<file path="src/rtl/spi_pkg.sv">
// rtl/spi_pkg.sv - shared states, opcodes and size defaults for the SPI slave front end
package spi_pkg;

  localparam int DEF_FRAME_BITS = 10;
  localparam int DEF_TX_BITS    = 8;

  localparam logic [1:0] OP_WR_ADDR = 2'b00;
  localparam logic [1:0] OP_WR_DATA = 2'b01;
  localparam logic [1:0] OP_RD_ADDR = 2'b10;
  localparam logic [1:0] OP_RD_DATA = 2'b11;

  typedef enum logic [2:0] {IDLE, CHK_CMD, WRITE, READ_ADD, READ_DATA} state_t;

  // Sub-phase inside WRITE / READ_ADD / READ_DATA.
  typedef enum logic [1:0] {PH_SHIFT, PH_WAIT_TX, PH_TX, PH_HOLD} phase_t;

  function automatic logic op_is_read(input logic [1:0] op);
    case (op)
      OP_WR_ADDR, OP_WR_DATA: return 1'b0;
      OP_RD_ADDR, OP_RD_DATA: return 1'b1;
      default:                return 1'b0;
    endcase
  endfunction

endpackage

</file>
<file path="src/rtl/spi_shift_cnt.sv">
// rtl/spi_shift_cnt.sv - wrapping bit counter with load and done flag, shared by MOSI and MISO phases
module spi_shift_cnt #(
  parameter int W = 4
) (
  input  logic         clk,
  input  logic         rst_n,
  input  logic         load,
  input  logic         en,
  input  logic [W-1:0] last,
  output logic [W-1:0] cnt,
  output logic         done
);

  assign done = (cnt == last);

  always_ff @(posedge clk or negedge rst_n) begin
    if (!rst_n) begin
      cnt <= '0;
    end else if (load) begin
      cnt <= '0;
    end else if (en) begin
      cnt <= done ? '0 : cnt + 1'b1;
    end
  end

endmodule

</file>
<file path="src/rtl/spi_slave_if.sv">
// rtl/spi_slave_if.sv - SPI slave front end: MOSI frame deserialiser and MISO read-back serialiser
// Optional macro SPI_FRAME_ERR_EN adds the frame_err pulse output.
module spi_slave_if
  import spi_pkg::*;
#(
  parameter int FRAME_BITS = DEF_FRAME_BITS,
  parameter int TX_BITS    = DEF_TX_BITS
) (
  input  logic                  clk,
  input  logic                  rst_n,
  input  logic                  SS_n,
  input  logic                  MOSI,
  input  logic [TX_BITS-1:0]    tx_data,
  input  logic                  tx_valid,
  output logic                  MISO,
  output logic [FRAME_BITS-1:0] rx_data,
  output logic                  rx_valid
`ifdef SPI_FRAME_ERR_EN
  ,
  output logic                  frame_err
`endif
);

  localparam int CNT_W = $clog2((FRAME_BITS > TX_BITS) ? FRAME_BITS : TX_BITS);

  state_t                state;
  phase_t                phase;
  logic                  rd_addr_seen;
  logic [TX_BITS-1:0]    tx_byte;
  logic [CNT_W-1:0]      cnt;
  logic [CNT_W-1:0]      cnt_last;
  logic                  cnt_done;
  logic                  cnt_en;
  logic                  in_frame;
  logic                  abort;
  logic                  tx_next_bit;
  logic [FRAME_BITS-1:0] rx_next;

  assign in_frame = (state == WRITE) || (state == READ_ADD) || (state == READ_DATA);
  assign abort    = (state != IDLE) && SS_n;
  assign cnt_en   = in_frame && ((phase == PH_SHIFT) || (phase == PH_TX));
  assign cnt_last = (phase == PH_TX) ? CNT_W'(TX_BITS - 1) : CNT_W'(FRAME_BITS - 1);
  assign rx_next  = {rx_data[FRAME_BITS-2:0], MOSI};

  // While bit (TX_BITS-1-cnt) is on MISO, pick the one that follows it.
  always_comb begin
    tx_next_bit = 1'b0;
    for (int i = 0; i < TX_BITS - 1; i++) begin
      if (cnt == CNT_W'(TX_BITS - 2 - i)) tx_next_bit = tx_byte[i];
    end
  end

  spi_shift_cnt #(.W(CNT_W)) u_cnt (
    .clk  (clk),
    .rst_n(rst_n),
    .load (abort),
    .en   (cnt_en),
    .last (cnt_last),
    .cnt  (cnt),
    .done (cnt_done)
  );

`ifdef SPI_FRAME_ERR_EN
  logic mid_frame;
  logic op_bad;
  assign mid_frame = in_frame && (((phase == PH_SHIFT) && (cnt != '0)) || (phase == PH_TX));
  assign op_bad    = ((state == WRITE) == op_is_read(rx_next[FRAME_BITS-1 -: 2]));
`endif

  always_ff @(posedge clk or negedge rst_n) begin
    if (!rst_n) begin
      state        <= IDLE;
      phase        <= PH_SHIFT;
      rx_data      <= '0;
      rx_valid     <= 1'b0;
      MISO         <= 1'b0;
      rd_addr_seen <= 1'b0;
      tx_byte      <= '0;
`ifdef SPI_FRAME_ERR_EN
      frame_err    <= 1'b0;
`endif
    end else begin
      rx_valid <= 1'b0;
`ifdef SPI_FRAME_ERR_EN
      frame_err <= 1'b0;
`endif
      if (abort) begin
        state <= IDLE;
        phase <= PH_SHIFT;
        MISO  <= 1'b0;
`ifdef SPI_FRAME_ERR_EN
        frame_err <= mid_frame;
`endif
      end else begin
        case (state)
          IDLE: if (!SS_n) state <= CHK_CMD;
          CHK_CMD: begin
            phase <= PH_SHIFT;
            if (!MOSI)             state <= WRITE;
            else if (rd_addr_seen) state <= READ_DATA;
            else                   state <= READ_ADD;
          end
          WRITE, READ_ADD, READ_DATA: begin
            case (phase)
              PH_SHIFT: begin
                rx_data <= rx_next;
                if (cnt_done) begin
                  rx_valid <= 1'b1;
                  phase    <= (state == READ_DATA) ? PH_WAIT_TX : PH_HOLD;
                  if (state == READ_ADD)  rd_addr_seen <= 1'b1;
                  if (state == READ_DATA) rd_addr_seen <= 1'b0;
`ifdef SPI_FRAME_ERR_EN
                  frame_err <= op_bad;
`endif
                end
              end
              PH_WAIT_TX: begin
                if (tx_valid) begin
                  tx_byte <= tx_data;
                  MISO    <= tx_data[TX_BITS-1];
                  phase   <= PH_TX;
                end
              end
              PH_TX: begin
                MISO <= cnt_done ? 1'b0 : tx_next_bit;
                if (cnt_done) phase <= PH_HOLD;
              end
              default: ;
            endcase
          end
          default: state <= IDLE;
        endcase
      end
    end
  end

endmodule

</file>
<file path="config.mk">
export PLATFORM = sky130hd
export DESIGN_NAME = spi_slave_if
export DESIGN_NICKNAME = d
export VERILOG_FILES = /design/src/rtl/spi_pkg.sv /design/src/rtl/spi_shift_cnt.sv /design/src/rtl/spi_slave_if.sv
export SDC_FILE = /design/constraint.sdc
export NUM_CORES = 1
export LEC_CHECK = 0
export CELL_PAD_IN_SITES_DETAIL_PLACEMENT = 1
export CELL_PAD_IN_SITES_GLOBAL_PLACEMENT = 2
export CORE_MARGIN = 2
export CORE_UTILIZATION = 34
export DETAILED_ROUTE_END_ITERATION = 10
export PLACE_DENSITY_LB_ADDON = 0.1
export SYNTH_ARGS = -nofsm -noshare
export SYNTH_HDL_FRONTEND = slang
export SYNTH_SLANG_ARGS = --single-unit
</file>
<file path="constraint.sdc">
create_clock -name clk -period 2.1 [get_ports clk]
set_input_delay 0.525 -clock clk [delete_from_list [all_inputs] [get_ports clk]]
set_output_delay 0.525 -clock clk [all_outputs]
set_load 0.05 [all_outputs]
</file>
Word level (Yosys, flattened, before mapping)
Index checks and enable logic that the tools add are counted.
W data, S select, Z words.

cells by class
  add/sub/neg operators = 1
  equality and inequality tests = 20
  muxes and demuxes = 34
  bitwise gates (word level) = 1
  reduce and logical (&&, ||, !) cells = 21

operators by type and width
  cell                   count
  $mux W1                17
  $mux W4                4
  $eq A4 B3 Y1 const B   3
  $mux W3                4
  $ne A4 B4 Y1 const B   3
  $mux W2                5
  $reduce_and A5 Y1      2
  $pmux W3 S3            1
  $reduce_bool A3 Y1     3
  $eq A4 B2 Y1 const B   2
  $eq A3 B2 Y1 const B   2
  $ne A3 B3 Y1 const B   2
  $pmux W2 S3            1
  $reduce_and A3 Y1      2
  $reduce_bool A2 Y1     3
  $ne A5 B4 Y1 const B   1
  $add A4 B1 Y4 const B  1
  $eq A4 B1 Y1 const B   1
  $eq A4 B4 Y1           1
  $logic_not A4 Y1       1
  $pmux W2 S2            1
  $reduce_and A4 Y1      1
  $eq A3 B1 Y1 const B   1
  $eq A3 B3 Y1 const B   1
  other kinds (11)       14

storage, ports and cells
  flip-flop bits (word level) = 29
  input port bits = 13
  output and inout port bits = 12
  word-level logic and storage cells = 85

Logic depth before layout (Yosys ltp)
  word-level depth = 12
  gate-level depth with buffers = 7
  gate-level depth less buffers = 7

Modules after synthesis
From an unflattened synthesis, not the netlist that was laid out.

second synthesis, totals
  cells, all modules = 140
  area, all modules = 1,579.0 sq um

by module, submodules not included
  module         times used  cells an instance  area each (sq um)  sequential area each (sq um)
  spi_slave_if   1           113                1,295.0            625.6
  spi_shift_cnt  1           27                 284.0              100.1

Worst setup path before layout
No wires, ideal clock.

  kind = reg-to-reg
  start = register phase[0]
  end = register phase[1]
  library setup time = 125 ps
  arrival = 1,759 ps
  data required time = 1,975 ps
  setup slack = 216 ps
  cell stages (with the launch flop) = 8
  buffers on the path = 0
  clock period less this slack = 1,884 ps
  cells stage by stage = dfrtp_1 -> inv_1 -> ha_1 -> and4b_1 -> o21a_1 -> nor3_1 -> a211oi_2 -> mux2_4

on the way
  longest elaborated chain between the ends = 5
  elaborated cells on any way between the ends = 13
  classes of those cells = eq/ne: 7; mux: 4; reduce/logical: 2

ends and longest elaborated chain
  what                         line                                     source
  start, declared              spi_slave_if.sv:27                       phase_t phase;
  start signal, assigned       spi_slave_if.sv:109                      phase <= (state == READ_DATA) ? PH_WAIT_TX : PH_HOLD;
  $eq A2 B2 Y1                 spi_slave_if.sv:42, spi_slave_if.sv:104
  $mux W4                      spi_slave_if.sv:42                       assign cnt_last = (phase == PH_TX) ? CNT_W'(TX_BITS - 1) : CNT_W'(FRAME_BITS - 1);
  $eq A4 B4 Y1                 spi_shift_cnt.sv:14                      assign done = (cnt == last);
  $ne A4 B4 Y1 (no line)       -
  $reduce_and A5 Y1 (no line)  -

Several ways; a longest one is shown, not always the timed one.
A chain may end at the register's enable or synchronous reset.

Worst setup path in the final report
  start = register rx_data[0]
  end = output rx_data[0]

RTL lines
  what                    line                 source
  start, declared         spi_slave_if.sv:16   output logic [FRAME_BITS-1:0] rx_data,
  start signal, assigned  spi_slave_if.sv:106  rx_data <= rx_next;

No word-level cell between the ends.

==> results.txt <==
----------------------------------------------------
[Run status]
  Result of the run ... finished clean

[Floorplan]
  Core region area ... about 4400 um2
  Die boundary height ... approximately 72 um
  Die extent in x ... ~70 um
  Die area ... just over 5000 um2
  I/O pins ... 25
  Initial core utilization ... between 30% and 40%
  FP Rows ... 24

[Synthesis]
  Fraction of the yosys area taken by sequential cells ... between 40 and 50%
  Post-synth top area share ... between 40% and 50%
  Most used flip-flop cell after synthesis ... sky130_fd_sc_hd__dfrtp_1
  Synthesized Nets ... 160
  Most used standard cells in the synthesized netlist ... 29 x sky130_fd_sc_hd__dfrtp_1, 19 x sky130_fd_sc_hd__mux2_2, 11 x sky130_fd_sc_hd__nor2_1
  Number of flip-flops and latches in the synthesized netlist ... 29
  Mux cell area share after synthesis ... 16.0%
  Post-synthesis share of cell area spent on xor and xnor gates ... 0.560%
  Synthesized-area fraction occupied by ao, oa, aoi and oai cells ... 11.9%
  Yosys synthesis warning count ... 0
  Count of flip-flops with a built-in enable after synthesis ... 0
  Share of synthesized cell area in and, or, nand and nor gates ... 15.5%
  Top cells by area in the synthesized netlist ... sky130_fd_sc_hd__dfrtp_1 46%, sky130_fd_sc_hd__mux2_2 14%, sky130_fd_sc_hd__ha_1 5.6%
  Proportion of synthesized flip-flops having asynchronous set or reset ... between 90% and 100%
  Post-synthesis cell area ... between 1500 and 2000 um2
  Synthesized area per cell ... about 11 um2
  Dominant combinational cell family by area after synthesis ... multiplexers
  Library cell with the highest instance count after synthesis ... sky130_fd_sc_hd__dfrtp_1
  Cell taking the most area after synthesis ... sky130_fd_sc_hd__dfrtp_1
  Instance count of the mapped netlist ... 140
  Adder-cell share of the synthesized area ... under 10%
  Netlist cell types ... 41

[Global route]
  First-pass GRT wire length ... around 6400 um
  Residual overflow from global routing ... 0
  Pin count of the biggest net entering global routing ... 30
  Global-route usage over all layers ... ~16%
  Initial antenna violation count ... 0
  Number of global-route vias before repair ... about 1300

[Clock network]
  Maximum buffer depth of the clock tree ... 2
  Number of buffers added to fix hold violations after cts ... 0
  Clock latency at the later pin of the worst-skew pair ... 0.28 ns
  Number of H-tree levels ... 2
  Number of sinks driven by the clock tree ... 29
  TritonCTS buffer count ... 5
  Reg clk slew, reported paths ... roughly 0.070 ns
  Clock root cell ... sky130_fd_sc_hd__clkbuf_8
  CTS tree ... yes

[Cells and area]
  Non-Filler Instances ... approximately 230
  Layout filler cell count ... slightly below 500
  Syn-to-layout area delta ... 33.4%
  Final std cell area, no fill ... 2090 um2
  Footprint of the flip-flops and latches ... approximately 730 um2
  Post-layout net count ... ~200
  Area of the multi-input gates ... slightly below 800 um2
  Fraction of final layout cells sized beyond drive strength 1 ... a little over a quarter
  Number of antenna cells inserted ... 0
  Share of the core filled with cells ... approximately 48%

[Power]
  Lkg Pwr ... just over 0.9 nW
  Total chip power ... between 2 and 3 mW
  Part of the power in combinational logic ... between 40% and 50%
  Switch share ... 37.9%
  Flop pwr share ... 33.8%
  Power density of the placed cells ... about 1300 nW/um2
  Maximum ir drop on the vdd rail ... 0.669 mV
  Cell internal power dissipation ... roughly 1.7 mW
  Net switching power of the design ... around 1.0 mW
  Clock network fraction of design power ... 21.8%

[Setup path]
  Worst reg2reg path startpoint ... state[1]
  Data arrival time of the critical path ... between 1 and 1.5 ns
  Number of buffers and inverters on the critical path ... 1
  Crit path capture type ... output port
  Worst Path Class, Setup ... flop to output port
  Cell family with most CP delay ... buffers and inverters
  Crit Path Max Fanout ... 3
  CP max-delay cell ... sky130_fd_sc_hd__clkdlybuf4s50_1
  End of the worst register-to-register path ... tx_byte[0]
  Number of cell instances on the worst register-to-register path ... 5
  Category of the worst setup path launch point ... flop
  Worst EP required ... 1.57 ns
  Flop-to-flop setup slack ... between 0.1 and 0.15 ns
  Worst-path cell chain ... clkdlybuf4s50_1
  Largest stage delay, worst path ... between 0.8 and 0.9 ns

[Route]
  Number of vias in the routed layout ... 1187
  Detailed-route wire length per cell ... between 15 and 20 um
  Drt total wl ... ~3600 um
  Number of search-and-repair iterations in the first detailed-routing pass ... 4
  Drt drc ... 0
  Antenna violation net count after detailed routing ... 0
  Initial detailed-routing violation count ... 24
  Detailed-route vias per instance ... approximately 5.1

[Timing]
  Minimum clock period after layout ... between 1.5 and 2 ns
  Unrepaired setup endpoints after global routing ... false
  Min Hold Slack ... approximately 0.51 ns
  Final count of hold timing violations ... 0
  Slew at the pin with the worst max-slew slack ... a little over 0.5 ns
  Portion of the clock cycle consumed by the worst path in the final layout ... between 90% and 100%
  Worst-case clock skew ... 0.00705 ns
  Max transition margin ... roughly two thirds
  Total of endpoints with negative setup slack in the final report ... 0
  Final Max Tran Viols ... 0
  Highest clock frequency the design can meet ... a little over 0.5 GHz

[Placement]
  Cell Area, Placed ... 1950 um2
  Number of buffers added on ports ... 24
  Last weighted congestion value of the routability-driven placer ... between 0.8 and 0.9
  Placed insts ... between 200 and 250
  Post-detail-place hpwl ... ~2600 um

[Hold path]
  Start point of the worst hold path ... tx_byte[5]
  Tightest Hold Check Type ... flop to flop
  Cells on Worst Hold Path ... 1
  Hold path endpoint ... tx_byte[5]

[Job]
  Max Cap Violations ... 0

----------------------------------------------------
==> cell usage in the layout (no fill, tap or decap), types with 2 or more instances in the layout <==
cell                              instances
sky130_fd_sc_hd__a211oi_1                 3
sky130_fd_sc_hd__a21oi_1                  7
sky130_fd_sc_hd__a221o_1                  2
sky130_fd_sc_hd__and3_1                   3
sky130_fd_sc_hd__buf_4                   13
sky130_fd_sc_hd__clkbuf_8                 6
sky130_fd_sc_hd__clkdlybuf4s50_1         24
sky130_fd_sc_hd__dfrtp_1                 29
sky130_fd_sc_hd__ha_1                     7
sky130_fd_sc_hd__inv_1                    8
sky130_fd_sc_hd__mux2_2                  19
sky130_fd_sc_hd__nand2_1                  6
sky130_fd_sc_hd__nand3_1                  2
sky130_fd_sc_hd__nand3b_1                 2
sky130_fd_sc_hd__nor2_1                  11
sky130_fd_sc_hd__nor3_1                   4
sky130_fd_sc_hd__nor3b_1                  2
sky130_fd_sc_hd__o21ai_1                  2
sky130_fd_sc_hd__or3_1                    2
==> registers in the layout, indices dropped and copies added, names as in the netlist <==
register      flops
state             3
phase             2
rx_valid          1
MISO              1
tx_byte           7
rd_addr_seen      1
u_cnt.cnt         4
rx_data          10
==> metrics by stage <==
step	setup TNS (ns)	setup WS [ns]
6_report	0	0.122
5_1_grt	0	0.00196
4_1_cts	0	0.0621
3_5_place_dp	-0.315	-0.0731
3_3_place_gp	-0.0451	-0.0451
2_1_floorplan	0	0.216
==> kinds of logic (layout without fill, tap and decap cells) <==
family / after synthesis / after routing
AND/OR/NAND/NOR: 41 / 41
buffers and inverters: 14 / 54
AO/OA/AOI/OAI: 26 / 26
adder cells (fa/ha/maj): 7 / 7
multiplexers: 22 / 22
flip-flops: 29 / 29
XOR/XNOR: 1 / 1
==> worst max path at each step <==
| stage | startpoint | to | slack [ns] | cells after the start |
|---|---|---|---|---|
| after floorplan | phase[0] | phase[1] | 0.22 | 7 |
| after global placement | tx_valid | phase[1] | -0.05 | 6 |
| after detailed placement | tx_valid | phase[1] | -0.07 | 6 |
| after CTS | phase[0] | phase[0] | 0.06 | 7 |
| after global routing | phase[0] | phase[0] | 0.002 | 7 |
| final | rx_data[0] | rx_data[0] | 0.12 | 1 |
==> power by group through the flow <==
stage / registers (mW) / clock network, mW / logic [mW]
2_1_floorplan: 1.13 / 0 / 0.590
3_3_place_gp: 0.924 / 0 / 1.17
3_5_place_dp: 0.938 / 0 / 1.20
4_1_cts: 0.929 / 0.623 / 1.22
5_1_grt: 0.970 / 0.651 / 1.34
6_report: 0.929 / 0.599 / 1.22
==> layer usage <==
| metal | vias to the layer above | routed length, um | GRT usage, % |
|---|---|---|---|
| met2 | 22 | 1720 | 24.8 |
| met4 | 0 | 19 | 6.29 |
| met3 | 2 | 134 | 4.36 |
| met1 | 584 | 1710 | 21.5 |
| li1 | 579 | - | - |
| met5 | - | 0 | 0 |
==> area by class of cell <==
cell class              instances  area share, %
flip-flops and latches         29           34.8
inverters                       8           1.44
clock buffers                   7           4.14
multi-input cells              97           37.9
clock inverters                 1           1.44
repair buffers                 38           17.2
well taps                      52           3.12
==> timing repair <==
item / in CTS / in global routing
setup endpoints to repair: 0 / 3
setup buffers: 0 / 1
resized for setup: 0 / 4
endpoints found under the hold margin: 0 / 0
Power figures use the tool's default switching activity.
